`src/rtl/dcache_direct_if.sv`:
```
// ---------------------------------------------------------------------------
// dcache_direct_if
// Bus bundle for the direct-mapped data cache. It carries both sides of the
// cache: the CPU load/store handshake and the block-wide data-memory port.
//
// Signals (names follow the CPU / data-memory handshake they model):
//   READ, WRITE          CPU load / store request
//   ADDRESS[7:0]         CPU byte address
//   WRITEDATA[7:0]       CPU store data
//   READDATA[7:0]        load data back to the register file
//   BUSYWAIT             stall to the CPU
//   mem_read, mem_write  block request to data memory
//   mem_address          block address {tag,index}
//   mem_writedata[31:0]  evicted block (byte0 in [7:0])
//   mem_readdata[31:0]   fetched block
//   mem_busywait         data memory busy
//
// Modports:
//   slave  - the cache itself (serves the CPU, drives the memory requests)
//   master - the surroundings (CPU issuing accesses, memory answering)
// ---------------------------------------------------------------------------
interface dcache_direct_if #(
    parameter int MEM_ADDR_W = 6
);
    logic                  READ;
    logic                  WRITE;
    logic [7:0]            ADDRESS;
    logic [7:0]            WRITEDATA;
    logic [7:0]            READDATA;
    logic                  BUSYWAIT;
    logic                  mem_read;
    logic                  mem_write;
    logic [MEM_ADDR_W-1:0] mem_address;
    logic [31:0]           mem_writedata;
    logic [31:0]           mem_readdata;
    logic                  mem_busywait;

    modport slave (
        input  READ, WRITE, ADDRESS, WRITEDATA, mem_readdata, mem_busywait,
        output READDATA, BUSYWAIT, mem_read, mem_write, mem_address, mem_writedata
    );

    modport master (
        output READ, WRITE, ADDRESS, WRITEDATA, mem_readdata, mem_busywait,
        input  READDATA, BUSYWAIT, mem_read, mem_write, mem_address, mem_writedata
    );
endinterface

```
`src/rtl/dcache_direct.sv`:
```
// ---------------------------------------------------------------------------
// DcacheDirect (module dcache_direct)
// Direct-mapped, write-back data cache between the 8-bit CPU load/store port
// and the 32-bit-block data memory. Hits complete without a stall; a miss
// stalls the CPU while a dirty victim is written back and the block fetched.
//
// Ports:
//   CLK        system clock, all state changes on posedge
//   RESET      asynchronous, active-low reset
//   bus        dcache_direct_if.slave (CPU handshake + data-memory port)
//   hit_count  [15:0] saturating count of stall-free accesses (optional)
//   miss_count [15:0] saturating count of misses (optional)
//
// Optional feature: define DCACHE_STATS_EN to add hit_count / miss_count.
// ---------------------------------------------------------------------------
module dcache_direct #(
    parameter int NUM_BLOCKS = 8,
    parameter int MEM_ADDR_W = 6
) (
    input  logic           CLK,
    input  logic           RESET,
    dcache_direct_if.slave bus
`ifdef DCACHE_STATS_EN
    ,
    output logic [15:0]    hit_count,
    output logic [15:0]    miss_count
`endif
);

    localparam int IDX_W = $clog2(NUM_BLOCKS);
    localparam int TAG_W = MEM_ADDR_W - IDX_W;

    typedef enum logic [1:0] {
        IDLE,
        WRITEBACK,
        FETCH,
        UPDATE
    } state_t;

    state_t                state_q, state_d;
    logic [NUM_BLOCKS-1:0] valid_q;
    logic [NUM_BLOCKS-1:0] dirty_q;
    logic [TAG_W-1:0]      tag_q  [NUM_BLOCKS];
    logic [31:0]           data_q [NUM_BLOCKS];
    logic [7:0]            readData_q;

    logic [TAG_W-1:0]      addrTag;
    logic [IDX_W-1:0]      lineIdx;
    logic [1:0]            offset;
    logic                  access;
    logic                  hit;
    logic                  writeHit;
    logic                  readHit;
    logic [7:0]            hitByte;
    logic [7:0]            readDataNow;

    assign addrTag = bus.ADDRESS[2+IDX_W +: TAG_W];
    assign lineIdx = bus.ADDRESS[2 +: IDX_W];
    assign offset  = bus.ADDRESS[1:0];

    // Lookup of the addressed line. READ together with WRITE counts as a
    // store, so only a pure load drives fresh data onto READDATA; otherwise
    // READDATA keeps showing the last load result.
    always_comb begin
        access      = bus.READ | bus.WRITE;
        hit         = valid_q[lineIdx] && (tag_q[lineIdx] == addrTag);
        writeHit    = (state_q == IDLE) && bus.WRITE && hit;
        readHit     = (state_q == IDLE) && bus.READ && !bus.WRITE && hit;
        hitByte     = data_q[lineIdx][{offset, 3'b000} +: 8];
        readDataNow = readHit ? hitByte : readData_q;
    end

    assign bus.READDATA = readDataNow;

    // Next-state and output decode of the miss handler. BUSYWAIT in IDLE is
    // qualified by RESET so the CPU is never stalled while reset is held,
    // even if it keeps a request asserted on an (now invalid) line.
    always_comb begin
        state_d           = state_q;
        bus.BUSYWAIT      = 1'b0;
        bus.mem_read      = 1'b0;
        bus.mem_write     = 1'b0;
        bus.mem_address   = '0;
        bus.mem_writedata = '0;
        case (state_q)
            IDLE: begin
                bus.BUSYWAIT = RESET && access && !hit;
                if (access && !hit) begin
                    if (valid_q[lineIdx] && dirty_q[lineIdx]) begin
                        state_d = WRITEBACK;
                    end else begin
                        state_d = FETCH;
                    end
                end
            end
            WRITEBACK: begin
                bus.BUSYWAIT      = 1'b1;
                bus.mem_write     = 1'b1;
                bus.mem_address   = {tag_q[lineIdx], lineIdx};
                bus.mem_writedata = data_q[lineIdx];
                if (!bus.mem_busywait) begin
                    state_d = FETCH;
                end
            end
            FETCH: begin
                bus.BUSYWAIT    = 1'b1;
                bus.mem_read    = 1'b1;
                bus.mem_address = {addrTag, lineIdx};
                if (!bus.mem_busywait) begin
                    state_d = UPDATE;
                end
            end
            UPDATE: begin
                // The refilled line is looked up again in IDLE as a hit.
                bus.BUSYWAIT = 1'b1;
                state_d      = IDLE;
            end
            default: begin
                state_d = IDLE;
            end
        endcase
    end

    // Control state: FSM, line status bits and the held load result.
    // Reset abandons any memory transaction simply by returning to IDLE.
    always_ff @(posedge CLK or negedge RESET) begin
        if (!RESET) begin
            state_q    <= IDLE;
            valid_q    <= '0;
            dirty_q    <= '0;
            readData_q <= '0;
        end else begin
            state_q    <= state_d;
            readData_q <= readDataNow;
            if (writeHit) begin
                dirty_q[lineIdx] <= 1'b1;
            end
            if (state_q == UPDATE) begin
                valid_q[lineIdx] <= 1'b1;
                dirty_q[lineIdx] <= 1'b0;
            end
        end
    end

    // Tag and data arrays are plain storage and survive reset; the cleared
    // valid bits make their contents irrelevant until refilled.
    always_ff @(posedge CLK) begin
        if (writeHit) begin
            data_q[lineIdx][{offset, 3'b000} +: 8] <= bus.WRITEDATA;
        end
        if (state_q == UPDATE) begin
            data_q[lineIdx] <= bus.mem_readdata;
            tag_q[lineIdx]  <= addrTag;
        end
    end

`ifdef DCACHE_STATS_EN
    logic [15:0] hitCount_q;
    logic [15:0] missCount_q;
    logic        fromUpdate_q;

    // Access statistics. The IDLE cycle right after UPDATE finishes an
    // access that already stalled, so it is not counted as a hit.
    always_ff @(posedge CLK or negedge RESET) begin
        if (!RESET) begin
            hitCount_q   <= '0;
            missCount_q  <= '0;
            fromUpdate_q <= 1'b0;
        end else begin
            fromUpdate_q <= (state_q == UPDATE);
            if ((state_q == IDLE) && access && hit && !fromUpdate_q &&
                (hitCount_q != 16'hFFFF)) begin
                hitCount_q <= hitCount_q + 16'd1;
            end
            if ((state_q == IDLE) && (state_d != IDLE) &&
                (missCount_q != 16'hFFFF)) begin
                missCount_q <= missCount_q + 16'd1;
            end
        end
    end

    assign hit_count  = hitCount_q;
    assign miss_count = missCount_q;
`endif

endmodule

```
`src/flat_wrapper.sv`:
```
// flat-port wrapper written by rule: the top's interface ports become plain ports
module dcache_direct_flat 
#(
    parameter int NUM_BLOCKS = 8,
    parameter int MEM_ADDR_W = 6
)
  (CLK, RESET, bus_READ, bus_WRITE, bus_ADDRESS, bus_WRITEDATA, bus_mem_readdata, bus_mem_busywait, bus_READDATA, bus_BUSYWAIT, bus_mem_read, bus_mem_write, bus_mem_address, bus_mem_writedata);
  dcache_direct_if #(.MEM_ADDR_W(MEM_ADDR_W)) bus_i ();
  input  logic CLK;
  input  logic RESET;
  input wire logic [$bits(bus_i.READ)-1:0] bus_READ;
  input wire logic [$bits(bus_i.WRITE)-1:0] bus_WRITE;
  input wire logic [$bits(bus_i.ADDRESS)-1:0] bus_ADDRESS;
  input wire logic [$bits(bus_i.WRITEDATA)-1:0] bus_WRITEDATA;
  input wire logic [$bits(bus_i.mem_readdata)-1:0] bus_mem_readdata;
  input wire logic [$bits(bus_i.mem_busywait)-1:0] bus_mem_busywait;
  output wire logic [$bits(bus_i.READDATA)-1:0] bus_READDATA;
  output wire logic [$bits(bus_i.BUSYWAIT)-1:0] bus_BUSYWAIT;
  output wire logic [$bits(bus_i.mem_read)-1:0] bus_mem_read;
  output wire logic [$bits(bus_i.mem_write)-1:0] bus_mem_write;
  output wire logic [$bits(bus_i.mem_address)-1:0] bus_mem_address;
  output wire logic [$bits(bus_i.mem_writedata)-1:0] bus_mem_writedata;
  assign bus_i.READ = bus_READ;
  assign bus_i.WRITE = bus_WRITE;
  assign bus_i.ADDRESS = bus_ADDRESS;
  assign bus_i.WRITEDATA = bus_WRITEDATA;
  assign bus_i.mem_readdata = bus_mem_readdata;
  assign bus_i.mem_busywait = bus_mem_busywait;
  assign bus_READDATA = bus_i.READDATA;
  assign bus_BUSYWAIT = bus_i.BUSYWAIT;
  assign bus_mem_read = bus_i.mem_read;
  assign bus_mem_write = bus_i.mem_write;
  assign bus_mem_address = bus_i.mem_address;
  assign bus_mem_writedata = bus_i.mem_writedata;
  dcache_direct #(.NUM_BLOCKS(NUM_BLOCKS), .MEM_ADDR_W(MEM_ADDR_W)) u_core (.CLK(CLK), .RESET(RESET), .bus(bus_i));
endmodule
```
`config.mk`:
```
export PLATFORM = sky130hd
export DESIGN_NAME = dcache_direct_flat
export DESIGN_NICKNAME = d
export VERILOG_FILES = /design/src/rtl/dcache_direct_if.sv /design/src/rtl/dcache_direct.sv /design/src/flat_wrapper.sv
export SDC_FILE = /design/constraint.sdc
export NUM_CORES = 1
export LEC_CHECK = 0
export BUFFER_PORTS_ARGS = -buffer_cell sky130_fd_sc_hd__buf_2
export CAP_MARGIN = 15
export CELL_PAD_IN_SITES_DETAIL_PLACEMENT = 1
export CELL_PAD_IN_SITES_GLOBAL_PLACEMENT = 1
export CORE_ASPECT_RATIO = 0.6
export CORE_MARGIN = 2
export CORE_UTILIZATION = 45
export DETAILED_ROUTE_END_ITERATION = 8
export PLACE_DENSITY = 0.76
export SLEW_MARGIN = 20
export SYNTH_ARGS = -nofsm -noshare
export SYNTH_HDL_FRONTEND = slang
export SYNTH_SLANG_ARGS = --single-unit
```
`constraint.sdc`:
```
create_clock -name CLK -period 4.3 [get_ports CLK]
set_input_delay 0.645 -clock CLK [delete_from_list [all_inputs] [get_ports CLK]]
set_output_delay 0.645 -clock CLK [all_outputs]
set_load 0.1 [all_outputs]
```
Yosys cells after proc, flatten, opt, wreduce, memory -nomap -nowiden:

Memories as Yosys holds them, arrays and structs flattened.
Index checks and enable logic that the tools add are counted.

* add/sub/neg operators: 1
* $mul: 0
* div/mod/pow operators: 0
* $lt $le $gt $ge: 2
* eq/ne operators: 7
* shift-type cells: 3
* mux-type cells: 55
* bitwise gates (word level): 37
* reductions and logical operators: 16

Operators with widths (count)
* 32-bit 2-to-1 mux: 2
* 1-bit 2-to-1 mux: 40
* 1-bit OR: 33
* 8-bit by 7-bit variable shift with 32-bit output (first input constant): 1
* 32-bit by 6-bit variable part select with 8-bit output: 1
* 8-bit by 7-bit variable part select with 32-bit output: 1
* 8-bit 2-to-1 mux: 3
* 8-bit OR: 2
* 6-bit case mux with 2 select lines: 1
* 1-bit logical AND: 11
* 8-bit AND: 1
* 2-bit 2-to-1 mux: 4
* 8-bit NOT: 1
* 2-bit case mux with 4 select lines: 1
* 5-bit negator with 7-bit output: 1
* 1-bit binary-select mux with 3-bit select: 2
* 2-bit inequality test (second input constant): 3
* 2-bit equality test (second input constant): 2
* 3-bit by 4-bit < comparator with 1-bit output (second input constant): 1
* 1-bit demux with 3-bit select: 1
* 3-bit equality test: 1
* 3-bit by 1-bit >= comparator with 1-bit output (second input constant): 1
* 3-bit AND reduction: 1
* 3-bit OR reduction: 1
* 4 further kinds: 5

* bits in registers: 26
* latch bits: 0
* memory bits (writable): 280
* memory bits (read-only): 0
* input bits: 53
* output and inout port bits: 49
* logic and storage cells: 127
* memories: 2

Memory list
* u_core.data_q: words 8, bits a word 32, read ports 1, clocked after Yosys merged registers in 0, write ports 1, line dcache_direct.sv:44 `logic [31:0] data_q [NUM_BLOCKS];`
* u_core.tag_q: words 8, bits a word 3, read ports 1, clocked after Yosys merged registers in 0, write ports 1, line dcache_direct.sv:43 `logic [TAG_W-1:0] tag_q [NUM_BLOCKS];`

Longest topological paths before layout:

Gate-level depths: netlist (run 1).

* word-level depth: 8
* depth in mapped cells: 12

Worst setup path before layout (run 1):

OpenSTA, ideal clock, no wires.

* kind: input to output
* start: in bus_ADDRESS[3]
* end: out bus_READDATA[3]
* data arrival time: 4619 ps
* data required time: 3655 ps
* path slack: -964 ps
* stages: 8
* path buffers: 4
* cell sequence: buf_2 buf_2 buf_2 buf_2 nor3b_2 a222oi_1 mux4_2 o31ai_1

* cells in the longest elaborated chain, start to end: 5

RTL lines
* start: declaration: line flat_wrapper.sv:13 `input wire logic [$bits(bus_i.ADDRESS)-1:0] bus_ADDRESS;`
* parallel branches: the longest is 4 deep, another holds memory 8 x 32 bit
* 8-bit 2-to-1 mux *: line dcache_direct.sv:70 `readDataNow = readHit ? hitByte : readData_q;`
* end: declaration: line flat_wrapper.sv:17 `output wire logic [$bits(bus_i.READDATA)-1:0] bus_READDATA;`

Mark *: on every way between the ends. The select of a mux whose other input is x is not followed.

Worst setup path in the final report (run 1):

* start: in bus_ADDRESS[2]
* end: out bus_READDATA[5]

Same word-level chain as after synthesis.

==> metrics.md, run 1 <==
| Metric | Value |
|---|---|
| Ys async rst share | 0.0850 |
| Final setup fails | 0 |
| Total CTS buffers | 29 |
| Final WS setup | 115 ps |
| Setup crit end kind | output pin |
| DRC viols | 0 |
| Global-route wire length before repair | 61700 microns |
| Vias/cell | 6.31 |
| Initial DRC count | 975 |
| WP data arrival | 3540 ps |
| Placed cell area | 14800 sq um |
| Clock-pin slew of the registers on the worst-case setup and hold paths | 70 ps |
| Max-slew headroom | 0.504 |
| Worst-path cell chain | buf_4 -> buf_12 -> nor2_1 -> buf_4 -> a221oi_1 -> o21ai_0 -> nor3_1 -> nor4_1 -> mux2_2 -> buf_2 |
| Status | completed |
| Syn avg cell area | 15.8 sq um |
| Clk sinks | 306 |
| # diodes | 0 |
| Area Overhead vs Synth | 19.8% |
| Fin nets | 1067 |
| Largest net degree at the start of global routing | 41 |
| GRT Util Overall | 0.283 |
| Pwr Density | 543 nW/um^2 |
| Cells after Synth | 834 |
| Slowest-stage cell, CP | o21ai_0 |
| Register area share after synthesis | 0.687 |
| Die Span X | 225 microns |
| Minimum clock period | 4180 ps |
| Period utilisation layout | 0.973 |
| Vias after detailed routing | 8844 |
| Dpl hpwl | 30000 microns |
| Final hold violation count | 0 |
| Max Root-Sink Buffers | 3 |
| CTS tree | yes |
| Syn nets | 896 |
| Setup bufs post-CTS | 0 |
| Total Wirelength | 42500 microns |
| Cts hold-fix bufs | 0 |
| Ys Warns | 0 |
| Worst vdd ir | 0.000409 V |
| Crit path max fanout | 28 |
| WS Path Type | in2out |
| CP required | 3650 ps |
| Skew final | 30.2 ps |
| EDFF count, synth | 280 |
| Maximum clock frequency | 0.239 GHz |
| Worst Tran Pin Value | 736 ps |
| Number of synthesized register bits | 306 |
| Grt ovf | 0 |
| Total Power | 8580 uW |
| Port buffer count | 101 |
| Slew Limit Fails | 0 |
| Antenna Nets Post-Route | 0 |
| Unrepaired setup endpoints after global routing | no |
| Critical path's largest stage delay | 610 ps |
| CTS H-tree lvls | 1 |
| LEAKAGE | 0.00590 uW |
| Max Cap Violations | 0 |
| I/O pin cnt | 102 |
| Clock latency on the worst-skew pair | 580 ps |
| Starting Density | 0.459 |
| Vias in the first global route | 9030 |
| Crit path launch type | input port |
| Yosys cell types | 61 |
| Initial antenna violation count | 0 |
| Commonest non-fill, non-tap cells in the layout | edfxtp_1 (280), buf_4 (89), buf_2 (86), nand2_1 (58), a22o_1 (34) |
| CP dominant cell by count | buf_4 |
| GPL Wtd Cong | 0.882 |
| Die area | 30700 sq um |
| Post-synth top flop | edfxtp_1 |
| Commonest non-fill, non-tap cell in the layout | edfxtp_1 |
| Hold Crit Class | in2async |
| DP Worst Slack | 212 ps |
| Wire per inst | 30.3 microns |
| Synth Cell Area | 13200 sq um |
| Row cnt | 48 |
| Cell area after layout | 15800 sq um |
| Root Buffer Master | clkbuf_16 |
| Die Y | 137 microns |
| Placeable Area | 28800 sq um |
| Layout cells sized above 1 | 0.310 |
| TritonRoute pass-1 iters | 6 |
| Resize count post-CTS | 0 |
==> flip-flops by register name, indices dropped and copies added (netlist names), named ones only <==
name and flops:
u_core.state_q 2, u_core.readData_q 8, u_core.valid_q 8, u_core.data_q 256, u_core.dirty_q 1, u_core.tag_q 24
==> metal layers <==
layer / vias to the layer above / track usage / part of all wire
li1: 3691 / - / -
met1: 4546 / 0.395 / 0.41
met2: 520 / 0.412 / 0.43
met3: 87 / 0.106 / 0.13
met4: 0 / 0.0879 / 0.032
met5: - / 0 / 0
==> power by group <==
part           internal (uW)  total (uW)  leakage (uW)  switching (uW)
sequential              3620        3680       0.00300            57.6
clock                   1540        2710      0.000481            1170
combinational            549        2190       0.00241            1640
total                   5710        8580       0.00590            2870
==> synth_stat cells, drive strengths merged, types with 2 or more instances <==
master | count | area share
edfxtp | 280 | 0.64
nand2 | 58 | 0.017
a22o | 34 | 0.023
mux2 | 33 | 0.028
mux4 | 33 | 0.056
o31ai | 33 | 0.019
mux2i | 28 | 0.021
clkbuf | 27 | 0.0077
nor2 | 27 | 0.0079
a221oi | 26 | 0.017
dfrtp | 26 | 0.049
o21ai | 26 | 0.0099
buf | 25 | 0.014
and2 | 23 | 0.011
a22oi | 19 | 0.011
inv | 18 | 0.0051
a21oi | 14 | 0.0053
nand2b | 11 | 0.0052
nand3 | 11 | 0.0042
ha | 9 | 0.0085
nor2b | 7 | 0.0033
nor3 | 5 | 0.0019
o22a | 5 | 0.0033
a221o | 4 | 0.0030
nor3b | 4 | 0.0027
and3 | 3 | 0.0014
nand4 | 3 | 0.0014
o211ai | 3 | 0.0017
o221ai | 3 | 0.0020
o2bb2ai | 3 | 0.0025
or2 | 3 | 0.0014
a2111oi | 2 | 0.0013
a211oi | 2 | 0.0011
a21boi | 2 | 0.0011
a21o | 2 | 0.0011
a31oi | 2 | 0.00095
a32o | 2 | 0.0015
and3b | 2 | 0.0013
nand3b | 2 | 0.0011
nor4 | 2 | 0.00095
o22ai | 2 | 0.00095
==> kinds of logic (layout without fill, tap and decap cells) <==
kind of cell               after synthesis  after routing  share of synthesized area
DFF                                    306            306                      0.687
muxes                                   94             94                      0.106
buffers and inverters                   71            264                     0.0275
and+or+nand+nor                        164            164                     0.0620
AOI/OAI and AO/OA                      190            190                      0.109
adders and majority gates                9              9                    0.00854
==> path summary, 6_finish.rpt <==
kind                       cells past startpoint  slack [ps]                              to                          start
hold reg to reg                                2         460   u_core.valid_q[7]$_DFFE_PN0P_  u_core.valid_q[7]$_DFFE_PN0P_
setup reg to reg                               9        1140  u_core.data_q[7][14]$_DFFE_PP_  u_core.state_q[0]$_DFFE_PN0P_
max in group asynchronous                      1        3710      asynchronous set/reset pin                          RESET
min in group CLK                               1         430    u_core.tag_q[2][0]$_DFFE_PP_                 bus_ADDRESS[5]
setup / recovery                              10         120                 bus_READDATA[5]                 bus_ADDRESS[2]
hold / removal                                 1         110   u_core.state_q[0]$_DFFE_PN0P_                          RESET
==> cell type report <==
class                   count  area, sq um
clock inverters            22          258
fillers                  2733        13000
repair buffers            192         1430
well taps                 375          469
clock buffers              31          733
multi-input cells         457         3780
inverters                  19         71.3
flip-flops and latches    306         9060
==> critical path: cells and delay by family <==
kind / cells / cell delay [ps]
AO/OA/AOI/OAI: 2 / 710
buffers and inverters: 4 / 1140
multiplexers: 1 / 250
AND/OR/NAND/NOR: 3 / 750
==> metrics by stage <==
step	util	TNS (ps)	hold slack, ps	cells
after floorplan	-	-81.1	349	834
after global placement	0.515	0	430	1349
after detailed placement	0.515	0	442	1349
after CTS	0.549	0	121	1402
after global routing	0.549	0	151	1402
final	0.549	0	107	1402
Power figures use the tool's default switching activity.
==> run 2: changes to the inputs <==
==> constraint.sdc (replaced) <==
create_clock -name CLK -period 5.03 [get_ports CLK]
set_input_delay 0.7545 -clock CLK [delete_from_list [all_inputs] [get_ports CLK]]
set_output_delay 0.7545 -clock CLK [all_outputs]
set_load 0.1 [all_outputs]
==> run 2 against run 1 <==
  * Clock skew decreased by 4.9 ps
  * Register-to-register slack improved by 820 ps
  * Hold slack improved by 140 ps
  * Final cell count decreased by 1.8%
  * Critical path type unchanged
  * First-iteration DRC count increased by 13%
  * Power decreased by 17%
  * Sequential share of layout area increased by 1.6 points
  * Global-route usage increased by 0.38 points
  * Setup slack improved by 7.1 ps
  * Critical path depth unchanged
==> metrics.md, run 2 (synthesized netlist as in run 1, its figures left out) <==
| Metric | Value |
|---|---|
| Layout cells sized above 1 | 0.284 (was 0.310) |
| Status | completed (unchanged) |
| Vias/cell | 6.39 (was 6.31) |
| Post-route setup TNS | 0 ps (unchanged) |
| Resize count post-CTS | 0 (unchanged) |
| Total CTS buffers | 28 (was 29) |
| Commonest non-fill, non-tap cell in the layout | edfxtp_1 (unchanged) |
| Die area | 30700 sq um (unchanged) |
| Fin nets | 1042 (was 1067) |
| Crit path launch | bus_ADDRESS[4] (was bus_ADDRESS[2]) |
| Pwr Density | 465 nW/um^2 (was 543 nW/um^2) |
| Period utilisation layout | 0.976 |
| Largest net degree at the start of global routing | 44 (was 41) |
| Hold Crit Class | in2async (unchanged) |
| Commonest non-fill, non-tap cells in the layout | edfxtp_1 (280), buf_2 (98), buf_4 (67), nand2_1 (58), a22o_1 (34) (was edfxtp_1 (280), buf_4 (89), buf_2 (86), nand2_1 (58), a22o_1 (34)) |
| Global-route wire length before repair | 62300 microns (was 61700 microns) |
| LEAKAGE | 0.00572 uW (was 0.00590 uW) |
| Final setup fails | 0 (unchanged) |
| Vias in the first global route | 8985 (was 9030) |
| CTS tree | yes (unchanged) |
| Clock-pin slew of the registers on the worst-case setup and hold paths | 70 ps (about the same) |
| Biggest register | u_core.data_q (unchanged) |
| # diodes | 0 (unchanged) |
| DRC viols | 0 (unchanged) |
| TritonRoute pass-1 iters | 7 (was 6) |
| Port buffer count | 101 (unchanged) |
| Grt ovf | 0 (unchanged) |
| Dpl hpwl | 30100 microns (was 30000 microns) |
| Setup bufs post-CTS | 0 (unchanged) |
| Placed cell area | 14400 sq um (was 14800 sq um) |
| Top flop regs | u_core.data_q: 256 flops, u_core.tag_q: 24 flops (unchanged) |
| I/O pin cnt | 102 (unchanged) |
| Root Buffer Master | clkbuf_16 (unchanged) |
| Maximum clock frequency | 0.204 GHz |
| Worst vdd ir | 0.000243 V (was 0.000409 V) |
| WS Path Type | in2out (unchanged) |
| CTS H-tree lvls | 1 (unchanged) |
| Crit path max fanout | 20 (was 28) |
| Antenna Nets Post-Route | 0 (unchanged) |
| Setup crit end kind | output pin (unchanged) |
| Skew final | 25.3 ps (was 30.2 ps) |
| Row cnt | 48 (unchanged) |
| Die Y | 137 microns (unchanged) |
| Max-slew headroom | 0.237 (was 0.504) |
| Initial DRC count | 1098 (was 975) |
| Max Root-Sink Buffers | 3 (unchanged) |
| Vias after detailed routing | 8794 (was 8844) |
| Starting Density | 0.459 (unchanged) |
| Placeable Area | 28800 sq um (unchanged) |
| Total Wirelength | 43300 microns (was 42500 microns) |
| Initial antenna violation count | 0 (unchanged) |
| Reg-to-Reg Start | u_core.tag_q[4][0]$_DFFE_PP_ (was u_core.state_q[0]$_DFFE_PN0P_) |
| Die Span X | 225 microns (unchanged) |
| R2r worst-path depth | 8 (was 9) |
| Final hold violation count | 0 (unchanged) |
| GRT Util Overall | 0.287 (was 0.283) |
| Cell area after layout | 15400 sq um (was 15800 sq um) |
| Max FFs per register | 256 (unchanged) |
| Worst Tran Pin Value | 1140 ps (was 736 ps) |
| WP data arrival | 4150 ps (was 3540 ps) |
| Unrepaired setup endpoints after global routing | no (unchanged) |
| Wire per inst | 31.4 microns (was 30.3 microns) |
| CP required | 4280 ps (was 3650 ps) |
| Max Cap Violations | 0 (unchanged) |
| Area Overhead vs Synth | 16.6% (was 19.8%) |
| GPL Wtd Cong | 0.904 (was 0.882) |
| Clock latency on the worst-skew pair | 570 ps (was 580 ps) |
| Slew Limit Fails | 0 (unchanged) |
| Crit path launch type | input port (unchanged) |
| WHS | 248 ps (was 107 ps) |
| Minimum clock period | 4910 ps |
| Clk sinks | 306 (unchanged) |
| Cts hold-fix bufs | 0 (unchanged) |
run 2: path summary, 6_finish.rpt:
| path | end | slack [ps] |
|---|---|---|
| min in group CLK | u_core.valid_q[7]$_DFFE_PN0P_ | 460 |
| setup / recovery | bus_READDATA[5] | 120 |
| hold / removal | u_core.state_q[1]$_DFFE_PN0P_ | 250 |
| hold reg to reg | u_core.valid_q[7]$_DFFE_PN0P_ | 460 |
| setup reg to reg | u_core.data_q[2][14]$_DFFE_PP_ | 1960 |
| max in group asynchronous | u_core.valid_q[1]$_DFFE_PN0P_ | 4280 |
run 2: power by group:
| group | internal, uW | switching (uW) |
|---|---|---|
| registers | 3100 | 50.2 |
| logic | 398 | 1390 |
| clock network | 1280 | 937 |
| total | 4770 | 2380 |
run 2: metrics by stage:
stage	setup WS, ps	utilization	power [uW]	instances
4_1_cts	313	0.535	7150	1377
2_1_floorplan	430	-	4420	834
6_report	123	0.535	7150	1377
5_1_grt	77.1	0.535	7340	1377
3_3_place_gp	397	0.502	4930	1325
3_5_place_dp	340	0.502	4970	1325
run 2: cell type report:
class,count,area [sq um]
flip-flops and latches,306,9060
well taps,375,469
clock inverters,8,121
clock buffers,44,822
multi-input cells,457,3780
repair buffers,168,1050
fillers,2794,13400
inverters,19,71.3
run 2: critical path: stages:
cell	delay (ps)
buf_2	430
buf_4	370
nor3b_2	660
buf_4	270
a22oi_1	70
o21ai_0	180
nor3_1	160
nor4_1	520
mux2_2	290
buf_2	430
run 2: per-layer routing:
| metal | track usage | vias to the layer above | part of all wire |
|---|---|---|---|
| met1 | 0.417 | 4530 | 0.42 |
| met3 | 0.0837 | 76 | 0.12 |
| met4 | 0.0798 | 0 | 0.029 |
| li1 | - | 3634 | - |
| met5 | 0 | - | 0 |
| met2 | 0.420 | 554 | 0.43 |
